### src/rtl/pixel_pkg.sv
// Shared constants and state type for the frame-buffer pixel unstacker.
package pixel_pkg;

  localparam int unsigned PIX_W        = 16;
  localparam int unsigned WORD_W       = 128;
  localparam int unsigned PIX_PER_WORD = WORD_W / PIX_W;
  localparam int unsigned FRAME_WORDS  = 115200;
  localparam int unsigned WCNT_W       = 24;

  typedef enum logic [1:0] {
    EMPTY = 2'd0,
    ONE   = 2'd1,
    TWO   = 2'd2
  } unstacker_state_t;

endpackage

### src/rtl/pixel_unstacker.sv
// Serialises packed frame-buffer words into one pixel per handshake, with a
// one-word prefetch slot and a word-count frame alignment check.
module pixel_unstacker #(
  parameter int unsigned PIX_W       = pixel_pkg::PIX_W,
  parameter int unsigned WORD_W      = pixel_pkg::WORD_W,
  parameter int unsigned FRAME_WORDS = pixel_pkg::FRAME_WORDS
) (
  input  logic              clk,
  input  logic              rst_n,
  input  logic [WORD_W-1:0] s_axis_data,
  input  logic              s_axis_tlast,
  input  logic              s_axis_valid,
  output logic              s_axis_ready,
  output logic [PIX_W-1:0]  m_axis_data,
  output logic              m_axis_tlast,
  output logic              m_axis_valid,
  input  logic              m_axis_ready,
  output logic              frame_sync_err
);

  import pixel_pkg::*;

  localparam int unsigned PPW   = WORD_W / PIX_W;
  localparam int unsigned IDX_W = (PPW > 1) ? $clog2(PPW) : 1;
  localparam logic [IDX_W-1:0]  LAST_IDX  = IDX_W'(PPW - 1);
  localparam logic [WCNT_W-1:0] WCNT_LAST = WCNT_W'(FRAME_WORDS - 1);

  unstacker_state_t r_state;
  unstacker_state_t w_state_nxt;

  logic [WORD_W-1:0] r_cur;
  logic [WORD_W-1:0] r_nxt;
  logic              r_cur_tlast;
  logic              r_nxt_tlast;
  logic [IDX_W-1:0]  r_pidx;
  logic [WCNT_W-1:0] r_wcnt;
  logic              r_err;

  logic              w_in_hs;
  logic              w_out_hs;
  logic              w_last_pix;
  logic              w_load_cur_in;
  logic              w_load_cur_nxt;
  logic              w_load_nxt;
  logic              w_cnt_at_last;
  logic [PIX_W-1:0]  w_pix;

  assign s_axis_ready   = rst_n & (r_state != TWO);
  assign m_axis_valid   = (r_state != EMPTY);
  assign w_in_hs        = s_axis_valid & s_axis_ready;
  assign w_out_hs       = m_axis_valid & m_axis_ready;
  assign w_last_pix     = w_out_hs & (r_pidx == LAST_IDX);
  assign m_axis_data    = w_pix;
  assign m_axis_tlast   = r_cur_tlast & (r_pidx == LAST_IDX);
  assign frame_sync_err = r_err;
  assign w_cnt_at_last  = (r_wcnt == WCNT_LAST);

  always_comb begin
    w_pix = '0;
    for (int unsigned k = 0; k < PPW; k++) begin
      if (r_pidx == IDX_W'(k)) begin
        w_pix = r_cur[k*PIX_W +: PIX_W];
      end
    end
  end

  always_comb begin
    w_state_nxt    = r_state;
    w_load_cur_in  = 1'b0;
    w_load_cur_nxt = 1'b0;
    w_load_nxt     = 1'b0;
    case (r_state)
      EMPTY: begin
        if (w_in_hs) begin
          w_state_nxt   = ONE;
          w_load_cur_in = 1'b1;
        end
      end
      ONE: begin
        if (w_in_hs && w_last_pix) begin
          w_load_cur_in = 1'b1;
        end else if (w_in_hs) begin
          w_state_nxt = TWO;
          w_load_nxt  = 1'b1;
        end else if (w_last_pix) begin
          w_state_nxt = EMPTY;
        end
      end
      TWO: begin
        if (w_last_pix) begin
          w_state_nxt    = ONE;
          w_load_cur_nxt = 1'b1;
        end
      end
      default: w_state_nxt = EMPTY;
    endcase
  end

  always_ff @(posedge clk) begin
    if (!rst_n) begin
      r_state <= EMPTY;
    end else begin
      r_state <= w_state_nxt;
    end
  end

  always_ff @(posedge clk) begin
    if (!rst_n) begin
      r_cur       <= '0;
      r_cur_tlast <= 1'b0;
      r_nxt       <= '0;
      r_nxt_tlast <= 1'b0;
    end else begin
      if (w_load_cur_in) begin
        r_cur       <= s_axis_data;
        r_cur_tlast <= s_axis_tlast;
      end else if (w_load_cur_nxt) begin
        r_cur       <= r_nxt;
        r_cur_tlast <= r_nxt_tlast;
      end
      if (w_load_nxt) begin
        r_nxt       <= s_axis_data;
        r_nxt_tlast <= s_axis_tlast;
      end
    end
  end

  // pidx only moves on an output handshake, so it is already 0 whenever EMPTY loads CUR.
  always_ff @(posedge clk) begin
    if (!rst_n) begin
      r_pidx <= '0;
    end else if (w_out_hs) begin
      r_pidx <= (r_pidx == LAST_IDX) ? '0 : r_pidx + 1'b1;
    end
  end

  always_ff @(posedge clk) begin
    if (!rst_n) begin
      r_wcnt <= '0;
      r_err  <= 1'b0;
    end else begin
      r_err <= w_in_hs & (s_axis_tlast ^ w_cnt_at_last);
      if (w_in_hs) begin
        r_wcnt <= (s_axis_tlast || w_cnt_at_last) ? '0 : r_wcnt + 1'b1;
      end
    end
  end

endmodule
### config.mk
export PLATFORM = sky130hd
export DESIGN_NAME = pixel_unstacker
export DESIGN_NICKNAME = d
export VERILOG_FILES = /design/src/rtl/pixel_pkg.sv /design/src/rtl/pixel_unstacker.sv
export SDC_FILE = /design/constraint.sdc
export NUM_CORES = 1
export LEC_CHECK = 0
export BUFFER_PORTS_ARGS = -buffer_cell sky130_fd_sc_hd__buf_2
export CAP_MARGIN = 20
export CORE_MARGIN = 5
export CORE_UTILIZATION = 25
export CTS_BUF_LIST = sky130_fd_sc_hd__clkbuf_8
export CTS_CLUSTER_DIAMETER = 60
export DETAILED_ROUTE_END_ITERATION = 10
export HOLD_SLACK_MARGIN = 0.06
export SLEW_MARGIN = 25
export SYNTH_ARGS = -nofsm -noshare
export SYNTH_HDL_FRONTEND = slang
export SYNTH_SLANG_ARGS = --single-unit
### constraint.sdc
create_clock -name clk -period 3.5 [get_ports clk]
set_input_delay 0.7 -clock clk [delete_from_list [all_inputs] [get_ports clk]]
set_output_delay 0.7 -clock clk [all_outputs]
set_load 0.01 [all_outputs]
# Word level (Yosys, flattened, before mapping)
# Index checks and enable logic that the tools add are counted.
# Widths: inputs -> output; s select.
[word_totals]
regBits = 288
in_bits = 133
out_inout_bits = 20
word_cells = 66
[op_classes]
addsub = 2
n_eq_ne = 15
mux = 27
bitwise_logic = 7
reduce_logical = 7
[ops]
columns = ["operator", "count"]
rows = [
  ["$mux 128", 2],
  ["$mux 16", 8],
  ["$add 24x1->24 const B", 1],
  ["$eq 24x17->1 const B", 1],
  ["$mux 24", 1],
  ["$eq 3x3->1 const B", 4],
  ["$mux 2", 5],
  ["$mux 1", 8],
  ["$ne 2x2->1 const B", 4],
  ["$and 1x1->1", 6],
  ["$eq 3x2->1 const B", 2],
  ["$pmux 2 s3", 1],
  ["$reduce_and 4->1", 1],
  ["$reduce_bool 2->1", 2],
  ["$add 3x1->3 const B", 1],
  ["$eq 3x1->1 const B", 1],
  ["$logic_not 3->1", 1],
  ["$mux 3", 1],
  ["$ne 3x3->1 const B", 1],
  ["$eq 2x1->1 const B", 1],
  ["$eq 2x2->1 const B", 1],
  ["$logic_not 2->1", 1],
  ["$pmux 1 s2", 1],
  ["$logic_and 1x1->1", 1],
  ["other kinds (2)", 2],
]

# Longest topological paths before layout
# Gate-level depths: netlist of the first run.
[logic_depth]
ltp_word = 9
mapped_depth = 10

# Worst setup path before layout of the first run
# No wires, ideal clock.
[synth_timing]
kind = "register to output"
startpoint = "register r_pidx[2]"
endpoint = "output port m_axis_data[10]"
t_arrival_ns = 2.185
required_time_ns = 2.800
setup_slack_ns = 0.615
path_stages_with_launch = 11
path_buffers = 5
cell_sequence = "dfxtp_1 -> clkbuf_1 -> clkbuf_1 -> inv_1 -> ha_1 -> clkbuf_1 -> nand2b_1 -> buf_1 -> clkbuf_1 -> o221ai_1 -> a21oi_1"
[synth_between]
elab_chain_len = 9
word_cells_on_any_way = 16
cone_classes = "eq/ne (7); mux (8); reduce/logical (1)"
[synth_rtl]
columns = ["element", "line_no", "text"]
rows = [
  ["start: declaration", "pixel_unstacker.sv:35", "logic [IDX_W-1:0] r_pidx;"],
  ["start signal: assignment", "pixel_unstacker.sv:133", "r_pidx <= (r_pidx == LAST_IDX) ? '0 : r_pidx + 1'b1;"],
  ["$logic_not 3->1", "pixel_unstacker.sv:61", "if (r_pidx == IDX_W'(k)) begin"],
  ["$mux 16 (7 in a row)", "pixel_unstacker.sv:61", ""],
  ["$mux 16 *", "pixel_unstacker.sv:61", ""],
  ["end: declaration", "pixel_unstacker.sv:14", "output logic [PIX_W-1:0] m_axis_data,"],
]
# Mark *: on every way between the ends. The rest lies on a longest branch, timed or not.

# Worst setup path after layout of the first run
[layout_timing]
startpoint = "register r_pidx[0]"
endpoint = "output port m_axis_data[13]"
# The elaborated chain is that of the path after synthesis.

==> results of run 1 <==
## power breakdown
group          internal, mW  total, mW  switching (mW)
clock                  1.93       3.36            1.43
combinational         0.356      0.802           0.446
sequential             3.43       3.59           0.154
total                  5.72       7.75            2.03
## layout make-up
type                    instances  area [sq um]
multi-input cells            1121          7340
clock buffers                  67           922
flip-flops and latches        288          5770
clock inverters                28           201
repair buffers                176          1070
inverters                      27           101
well taps                     696           871
diodes                          3          7.51
fillers                      5676         37800
## cell usage in the layout, fill, tap and decap left out, types with 3 or more instances in the layout
master / instances
or3_1: 4
inv_1: 46
buf_12: 7
a2bb2oi_1: 15
o31ai_1: 11
o211a_1: 129
or4_1: 11
buf_2: 151
nand2_1: 435
xnor2_1: 4
ha_1: 4
buf_6: 4
nand4_1: 8
a21o_1: 15
and2_1: 4
diode_2: 3
nand3b_1: 17
a21boi_0: 129
nor2b_1: 19
nor4_1: 5
dfxtp_1: 288
o21a_1: 3
nand2b_1: 5
nand3_1: 11
clkbuf_8: 67
o21ai_0: 23
bufinv_16: 3
and3_1: 3
buf_4: 13
nor3_1: 3
ha_2: 3
mux2i_1: 132
nor2_1: 7
a21oi_1: 40
o221ai_1: 15
a21oi_2: 11
o22ai_1: 15
clkinvlp_4: 4
a41o_1: 15
## cell families after synthesis
kind of cell | share of synthesized area
adder cells (fa/ha/maj) | 0.00732
multiplexers | 0.0967
buffers and inverters | 0.0482
XOR/XNOR | 0.00384
AO/OA/AOI/OAI | 0.250
flip-flops | 0.422
AND/OR/NAND/NOR | 0.172
## stage by stage
step / total power, mW / worst slack, ns / std cells
after floorplan: 4.08 / 0.615 / 1575
after global placement: 4.41 / 0.444 / 2304
after detailed placement: 4.44 / 0.465 / 2304
after CTS: 7.83 / 0.0239 / 2402
after global routing: 8.09 / -0.00435 / 2403
final: 7.75 / 0.0855 / 2406
## metal layers
layer  GRT usage  vias to the layer above  share of wire
li1            -                     5738              -
met1       0.191                     5758           0.45
met2       0.236                      335           0.47
met3      0.0344                       63          0.059
met4      0.0357                        4          0.024
met5           0                        -        0.00049
## sequential cells by signal (all words and copies together) (netlist names)
register,flops
frame_sync_err,1
r_cur,128
r_cur_tlast,1
r_nxt,128
r_nxt_tlast,1
r_pidx,3
r_state,2
r_wcnt,24
## timing repair
action                                 4_1_cts  5_1_grt
endpoints found under the hold margin        0        0
setup endpoints to repair                   16       16
cloned                                       0        0
buffers inserted                             3        0
pin swaps                                    0        1
resized for setup                            9       13
## final timing paths
check,start,endpoint
setup / recovery,r_pidx[0],m_axis_data[13]
hold / removal,s_axis_data[105],r_cur[105]
setup reg to reg,r_pidx[0],r_cur[74]
hold reg to reg,r_nxt[87],r_nxt[87]
==> metrics.yaml, run 1 <==
die:
  start_util: 0.253
  num_rows: 85
  io-pin-count: 153
  core-area_sq_um: 54000
  die_h_um: 244
  dieArea_sq_um: 59400
  die_w_um: 244
logic_synthesis:
  synth_cells: 1575
  yosys-top-cells-area: "dfxtp_1 (42%), nand2_1 (12%), mux2i_1 (9.7%), o211a_1 (9.4%), a21boi_0 (7.1%)"
  ys_types: 46
  syn_nets: 1716
  synth.top_cell.area_share: 0.422
  synth_edf_count: 0
  synthTopCellsByCount: "nand2_1 (435), dfxtp_1 (288), mux2i_1 (132)"
  synthArstFlopShare: 0
  yosysMostFrequentCell: "nand2_1"
  yosysWarnings: 0
  yosysSeqAreaShare: 0.422
  ys.flop_type: "dfxtp_1"
  synth.avg_cell_area_sq_um: 8.68
  synth_area_sq_um: 13700
  synth_largest_area_cell: "dfxtp_1"
  yosys_register_bits: 288
layout:
  post_route_cells_drive_above_1_share: 0.163
  final_nets: 1807
  area_growth_pct: 19.1
  fin_area_sq_um: 16300
  final_util: 0.301
min_path:
  whs_path_depth: 2
  hold_path_class: "in2reg"
clock_network:
  clock_latency_ns: 0.62
  path_clk_slew_ns: 0.06
  clock-root-buffer: "clkbuf_8"
  htree_levels: 2
  cts_hold_buf: 0
  clockBufferDepth: 3
  cts_sinks: 288
  cts_tree: "done"
  cts_made_buffers: 52
setup_path:
  required_ns: 2.80
  crit_family: "compound AO/OA/AOI/OAI gates"
  path_common_cell: "ha_2"
  critPathMaxStageDelay_ns: 0.42
  criticalPathCategory: "reg2out"
  path_cells: "ha_2, ha_2, nand3b_1, buf_4, o22ai_1, a41o_1, a21oi_1, buf_2"
  cp.arrival_ns: 2.71
  worstSetupStartpointType: "register"
  r2r_slack_ns: 0.74
  critical_path.max_fanout: 5
  crit_cells: 8
  slowest_stage: "dfxtp_1"
  reg2reg_depth: 8
  end_kind: "output pin"
  crit_buf_inv: 2
place:
  place_area_sq_um: 15000
  port_buffers: 152
  post-dp-hpwl_mm: 30.8
  gp_congestion: 0.894
sta:
  worst_pin_slew_ns: 0.988
  finalMaxSlewViolations: 0
  period_share: 0.976
  timing.hold.ws_ns: 0.341
  fmax_ghz: 0.293
  setup_viol: 0
  maxSlewHeadroom: 0.335
  hold_viol_final: 0
  clock_skew_ns: 0.0222
  tns_ns: 0
  fin_crit_ns: 3.41
pwr:
  vdd_drop_max_uv: 269
  power.density_nw_per_um2: 476
  leakage_nw: 8.16
grt:
  grt_max_degree: 259
  grtUsageTotal: 0.144
  overflow: 0
  grt_pass1_wl_mm: 67.5
  grt_pass1_vias: 11284
  antenna_found_initial: 4
drt:
  wl_per_cell_um: 18.7
  via_per_inst: 4.95
  vias: 11898
  routed_wl_mm: 45.1
  dr.pass1.iters: 5
  drt-initial-drc-count: 827
  ant_nets: 0
  drc: 0
flow_run:
  cap_viol_max_count: 0
status:
  status: "complete, no violations"
Note: power is estimated with default switching activity, not from simulation.
==> inputs of run 2 (changes only) <==
CORE_MARGIN = not set   (was 5)
==> metrics.yaml, run 2 (synthesis gave the netlist of run 1 again) <==
die:
  io-pin-count: 153  # unchanged
  die_h_um: 236  # -3.3%
  dieArea_sq_um: 55600  # -6.5%
  die_w_um: 236  # -3.3%
  core-area_sq_um: 53900  # -0.20%
  num_rows: 85  # unchanged
  start_util: 0.253  # +0.000499
place:
  dp_cells: 2306  # +0.087%
  post-dp-hpwl_mm: 30.8  # -0.23%
  gp_congestion: 0.888  # -0.76%
  port_buffers: 152  # unchanged
clock_network:
  cts_hold_buf: 0  # unchanged
  cts_made_buffers: 53  # +1.9%
  clockBufferDepth: 3  # unchanged
  cts_tree: "done"
  clock-root-buffer: "clkbuf_8"
  htree_levels: 2  # unchanged
  clock_latency_ns: 0.63  # about the same
  path_clk_slew_ns: 0.06  # about the same
  cts_sinks: 288  # unchanged
grt:
  use_met2: 0.249  # +0.0133
  antenna_found_initial: 11  # +7
  grtUsageTotal: 0.158  # +0.0147
  grt_use_met1: 0.198  # +0.00708
  grt_max_degree: 268  # +3.5%
  overflow: 0  # unchanged
  grt_pass1_wl_mm: 67.7  # +0.37%
  busiest_layer: "met2"
  grt_pass1_vias: 11237  # -0.42%
  use_met3: 0.0466  # +0.0122
setup_path:
  required_ns: 2.80  # about the same
  reg2reg_depth: 7  # -1
  endpoint: "m_axis_data[15]"
  worstReg2RegStart: "r_pidx[0]"
  cp.arrival_ns: 2.69  # -0.02 ns
  reg2reg_to: "r_cur[96]"
  worstSetupStartpointType: "register"
  criticalPathCategory: "reg2out"
  crit_start: "r_pidx[0]"
  r2r_slack_ns: 0.98  # +0.24 ns
  critical_path.max_fanout: 15  # +10
  end_kind: "output pin"
layout:
  post_route_cells_drive_above_1_share: 0.160  # -0.00262
  final_util: 0.302  # about the same
  top_regs: "r_cur: 128 flops, r_nxt: 128 flops, r_wcnt: 24 flops"
  final_nets: 1809  # +0.11%
  area_growth_pct: 18.9
  final_common_cell: "nand2_1"
  most-common-layout-cells: "nand2_1 (435), dfxtp_1 (288), buf_2 (150), mux2i_1 (131)"
  final_cells: 2408  # +0.083%
drt:
  wl_per_cell_um: 18.6  # -0.74%
  drc: 0  # unchanged
  vias: 11936  # +0.32%
  routed_wl_mm: 44.8  # -0.66%
  drt-initial-drc-count: 963  # +16%
  ant_nets: 0  # unchanged
  via_per_inst: 4.96  # +0.24%
  dr.pass1.iters: 6  # +1
sta:
  tns_ns: 0  # unchanged
  maxSlewHeadroom: 0.397  # +0.0627
  period_share: 0.967  # -0.00821
  setup_viol: 0  # unchanged
  clock_skew_ns: 0.0375  # +0.0153 ns
  finalMaxSlewViolations: 0  # unchanged
  fin_crit_ns: 3.39  # -0.0288 ns
  hold_viol_final: 0  # unchanged
  worst_pin_slew_ns: 0.895  # -0.0931 ns
  fmax_ghz: 0.295  # +0.85%
pwr:
  leakage_nw: 8.18  # +0.26%
  vdd_drop_max_uv: 251  # -6.7%
  power.density_nw_per_um2: 472  # -0.91%
  p_total_mw: 7.67  # -1.0%
status:
  status: "complete, no violations"
min_path:
  whs_path_depth: 3  # +1
  hold_path_class: "in2reg"
flow_run:
  cap_viol_max_count: 0  # unchanged
-- run 2: cell count changes in the layout (fill, tap and decap cells not counted), moves of 2 or more --
cell and change:
a21oi_1 +2, a21oi_2 -2, clkbuf_8 -6, clkinv_2 +3
clkinv_8 +2, ha_1 +3, ha_2 -2, inv_1 +4
-- run 2: metal layers --
metal	vias to the layer above	wire, um
li1	5748	-
met1	5715	19200
met2	365	20200
met3	98	3420
met4	10	1930
met5	-	55
-- run 2: area by class of cell --
class	instances	area, sq um
Antenna cell	2	5.00
Clock buffer	61	840
Clock inverter	36	256
Fill cell	5547	37700
Inverter	27	101
Multi-Input combinational cell	1121	7330
Sequential cell	288	5770
Tap cell	696	871
Timing Repair Buffer	177	1090
-- run 2: worst min path at each step --
stage	slack [ns]	startpoint	endpoint
after global routing	0.29	s_axis_data[72]	r_cur[72]
after CTS	0.28	s_axis_data[37]	r_cur[37]
after global placement	0.45	r_nxt[12]	r_nxt[12]
after detailed placement	0.46	r_nxt[126]	r_nxt[126]
after floorplan	0.44	r_nxt[122]	r_nxt[122]
final	0.33	s_axis_data[73]	r_nxt[73]
-- run 2: metrics by stage --
step                hold slack (ns)  instance area [sq um]  setup slack [ns]
detailed placement            0.459                  15000             0.531
floorplan                     0.443                  13700             0.615
finish                        0.335                  16300             0.114
global route                  0.287                  16300          -0.00850
global placement              0.452                  15000             0.571
CTS                           0.284                  16200           0.00626
-- run 2: timing repair --
action                     4_1_cts  5_1_grt
setup buffers                    0        2
gates resized for setup          6       14
pin swaps                        1        0
setup endpoints to repair       10       16
-- run 2: report_power, final --
| group | internal [mW] | switching (mW) |
|---|---|---|
| Clock | 1.82 | 1.45 |
| Combinational | 0.358 | 0.451 |
| Sequential | 3.43 | 0.157 |
| Total | 5.61 | 2.06 |
-- run 2: critical path, stage by stage, from the launching register on --
cell       delay [ns]
dfxtp_1          0.42
ha_1             0.21
ha_1             0.21
nand2b_2         0.36
a2bb2oi_1        0.21
o221ai_1         0.13
a21oi_1          0.31
buf_2            0.20
==> inputs of run 3 (changes only) <==
clock period = 3.8 ns   (was 3.5 ns; I/O delays follow)
==> metrics.yaml, run 3 (synthesis gave the netlist of run 1 again) <==
die:
  core-area_sq_um: 53900  # unchanged
  io-pin-count: 153  # unchanged
  die_h_um: 236  # unchanged
  die_w_um: 236  # unchanged
  start_util: 0.253  # unchanged
  num_rows: 85  # unchanged
  dieArea_sq_um: 55600  # unchanged
place:
  place_area_sq_um: 15100  # +0.34%
  post-dp-hpwl_mm: 31.2  # +1.4%
  gp_congestion: 0.885  # -0.26%
  pre_cts_ws_ns: 0.548  # +0.0167 ns
  dp_cells: 2309  # +0.13%
  port_buffers: 152  # unchanged
grt:
  grt_max_degree: 264  # -1.5%
  grtUsageTotal: 0.155  # -0.00310
  overflow: 0  # unchanged
  antenna_found_initial: 4  # -7
  grt_pass1_vias: 11063  # -1.5%
  grt_pass1_wl_mm: 66.4  # -2.0%
status:
  status: "complete, no violations"
drt:
  drc: 0  # unchanged
  drt-initial-drc-count: 1079  # +12%
  dr.pass1.iters: 6  # unchanged
  vias: 11847  # -0.75%
  ant_nets: 0  # unchanged
  wl_per_cell_um: 18.5  # -0.41%
  via_per_inst: 4.91  # -0.87%
  routed_wl_mm: 44.7  # -0.29%
layout:
  final_common_cell: "nand2_1"
  final_cells: 2411  # +0.12%
  most-common-layout-cells: "nand2_1 (435), dfxtp_1 (288), buf_2 (151), mux2i_1 (131)"
  area_growth_pct: 19.2
  final_util: 0.302  # +0.000673
  final_nets: 1811  # +0.11%
  post_route_cells_drive_above_1_share: 0.161  # +0.000887
  fin_area_sq_um: 16300  # +0.22%
  top_regs: "r_cur: 128 flops, r_nxt: 128 flops, r_wcnt: 24 flops"
  nFillCells: 5670  # +2.2%
setup_path:
  reg2reg_depth: 8  # +1
  endpoint: "m_axis_data[3]"
  crit_start: "r_pidx[0]"
  worstReg2RegStart: "r_pidx[0]"
  cp.arrival_ns: 2.83  # +0.14 ns
  critPathMaxStageDelay_ns: 0.35  # -0.07 ns
  path_common_cell: "buf_4"
  end_kind: "output pin"
  required_ns: 3.04  # +0.24 ns
  critical_path.max_fanout: 19  # +4
  r2r_slack_ns: 0.94  # -0.04 ns
  worstSetupStartpointType: "register"
  criticalPathCategory: "reg2out"
  reg2reg_to: "r_cur[13]"
  slowest_stage: "dfxtp_1"
  path_cells: "inv_1, ha_4, buf_4, nand2b_1, buf_4, o221ai_1, a21oi_1, buf_2"
min_path:
  hold_path_class: "in2reg"
  whs_path_depth: 2  # -1
clock_network:
  cts_sinks: 288  # unchanged
  cts_made_buffers: 54  # +1.9%
  htree_levels: 2  # unchanged
  clock-root-buffer: "clkbuf_8"
  clockBufferDepth: 3  # unchanged
  cts_hold_buf: 0  # unchanged
  clock_latency_ns: 0.67  # +0.04 ns
  cts_tree: "done"
  path_clk_slew_ns: 0.06  # about the same
sta:
  worst_pin_slew_ns: 0.991  # +0.0959 ns
  rsz0062_at_grt: "no"
  setup_viol: 0  # unchanged
  fin_ws_ns: 0.212  # +0.0975 ns
  maxSlewHeadroom: 0.333  # -0.0646
  period_share: 0.944
  clock_skew_ns: 0.0654  # +0.0279 ns
  fmax_ghz: 0.279
  hold_viol_final: 0  # unchanged
  finalMaxSlewViolations: 0  # unchanged
  tns_ns: 0  # unchanged
  timing.hold.ws_ns: 0.355  # +0.0205 ns
  fin_crit_ns: 3.59
pwr:
  leakage_nw: 8.21  # +0.41%
  vdd_drop_max_uv: 323  # +28%
  p_total_mw: 7.18  # -6.4%
  power.density_nw_per_um2: 441  # -6.6%
flow_run:
  cap_viol_max_count: 0  # unchanged
[run 3: repair_timing]
action / 4_1_cts / 5_1_grt
resized for setup: 1 / 5
setup buffers: 0 / 0
setup endpoints to repair: 12 / 10
gates cloned: 0 / 0
[run 3: worst max-delay path: cells and delay by family (launching register included)]
family / cells / cell delay, ns
AND/OR/NAND/NOR: 1 / 0.23
adder cells (fa/ha/maj): 1 / 0.29
flip-flops: 1 / 0.35
buffers and inverters: 4 / 0.82
AO/OA/AOI/OAI: 2 / 0.47
[run 3: area by class of cell]
class | count | area [sq um] | share of cell area
tap | 696 | 871 | 0.0534
clock inverter | 30 | 194 | 0.0119
clock buffer | 69 | 950 | 0.0583
multi-input combinational | 1121 | 7300 | 0.448
inverter | 27 | 101 | 0.00622
timing repair buffer | 178 | 1110 | 0.0680
sequential | 288 | 5770 | 0.354
antenna | 2 | 5.00 | 0.000307
[run 3: worst min-delay path by stage]
stage | startpoint | to | slack [ns]
after floorplan | r_nxt[122] | r_nxt[122] | 0.44
after global placement | r_nxt[81] | r_nxt[81] | 0.45
after detailed placement | r_nxt[105] | r_nxt[105] | 0.46
after CTS | s_axis_data[34] | r_cur[34] | 0.28
after global routing | s_axis_data[61] | r_nxt[61] | 0.31
final | s_axis_data[71] | r_cur[71] | 0.36
[run 3: where the power goes]
| group | leakage, nW | internal [mW] | switching (mW) |
|---|---|---|---|
| registers | 2.35 | 3.16 | 0.141 |
| clock network | 0.654 | 1.72 | 1.41 |
| logic | 5.21 | 0.329 | 0.417 |
| total | 8.21 | 5.21 | 1.97 |
[run 3: metal layers]
layer / track usage / routed length (um) / part of all wire
met1: 0.196 / 19600 / 0.44
met2: 0.243 / 20300 / 0.45
met3: 0.0448 / 2840 / 0.064
met4: 0.0699 / 1930 / 0.043
met5: 0 / 23 / 0.00051
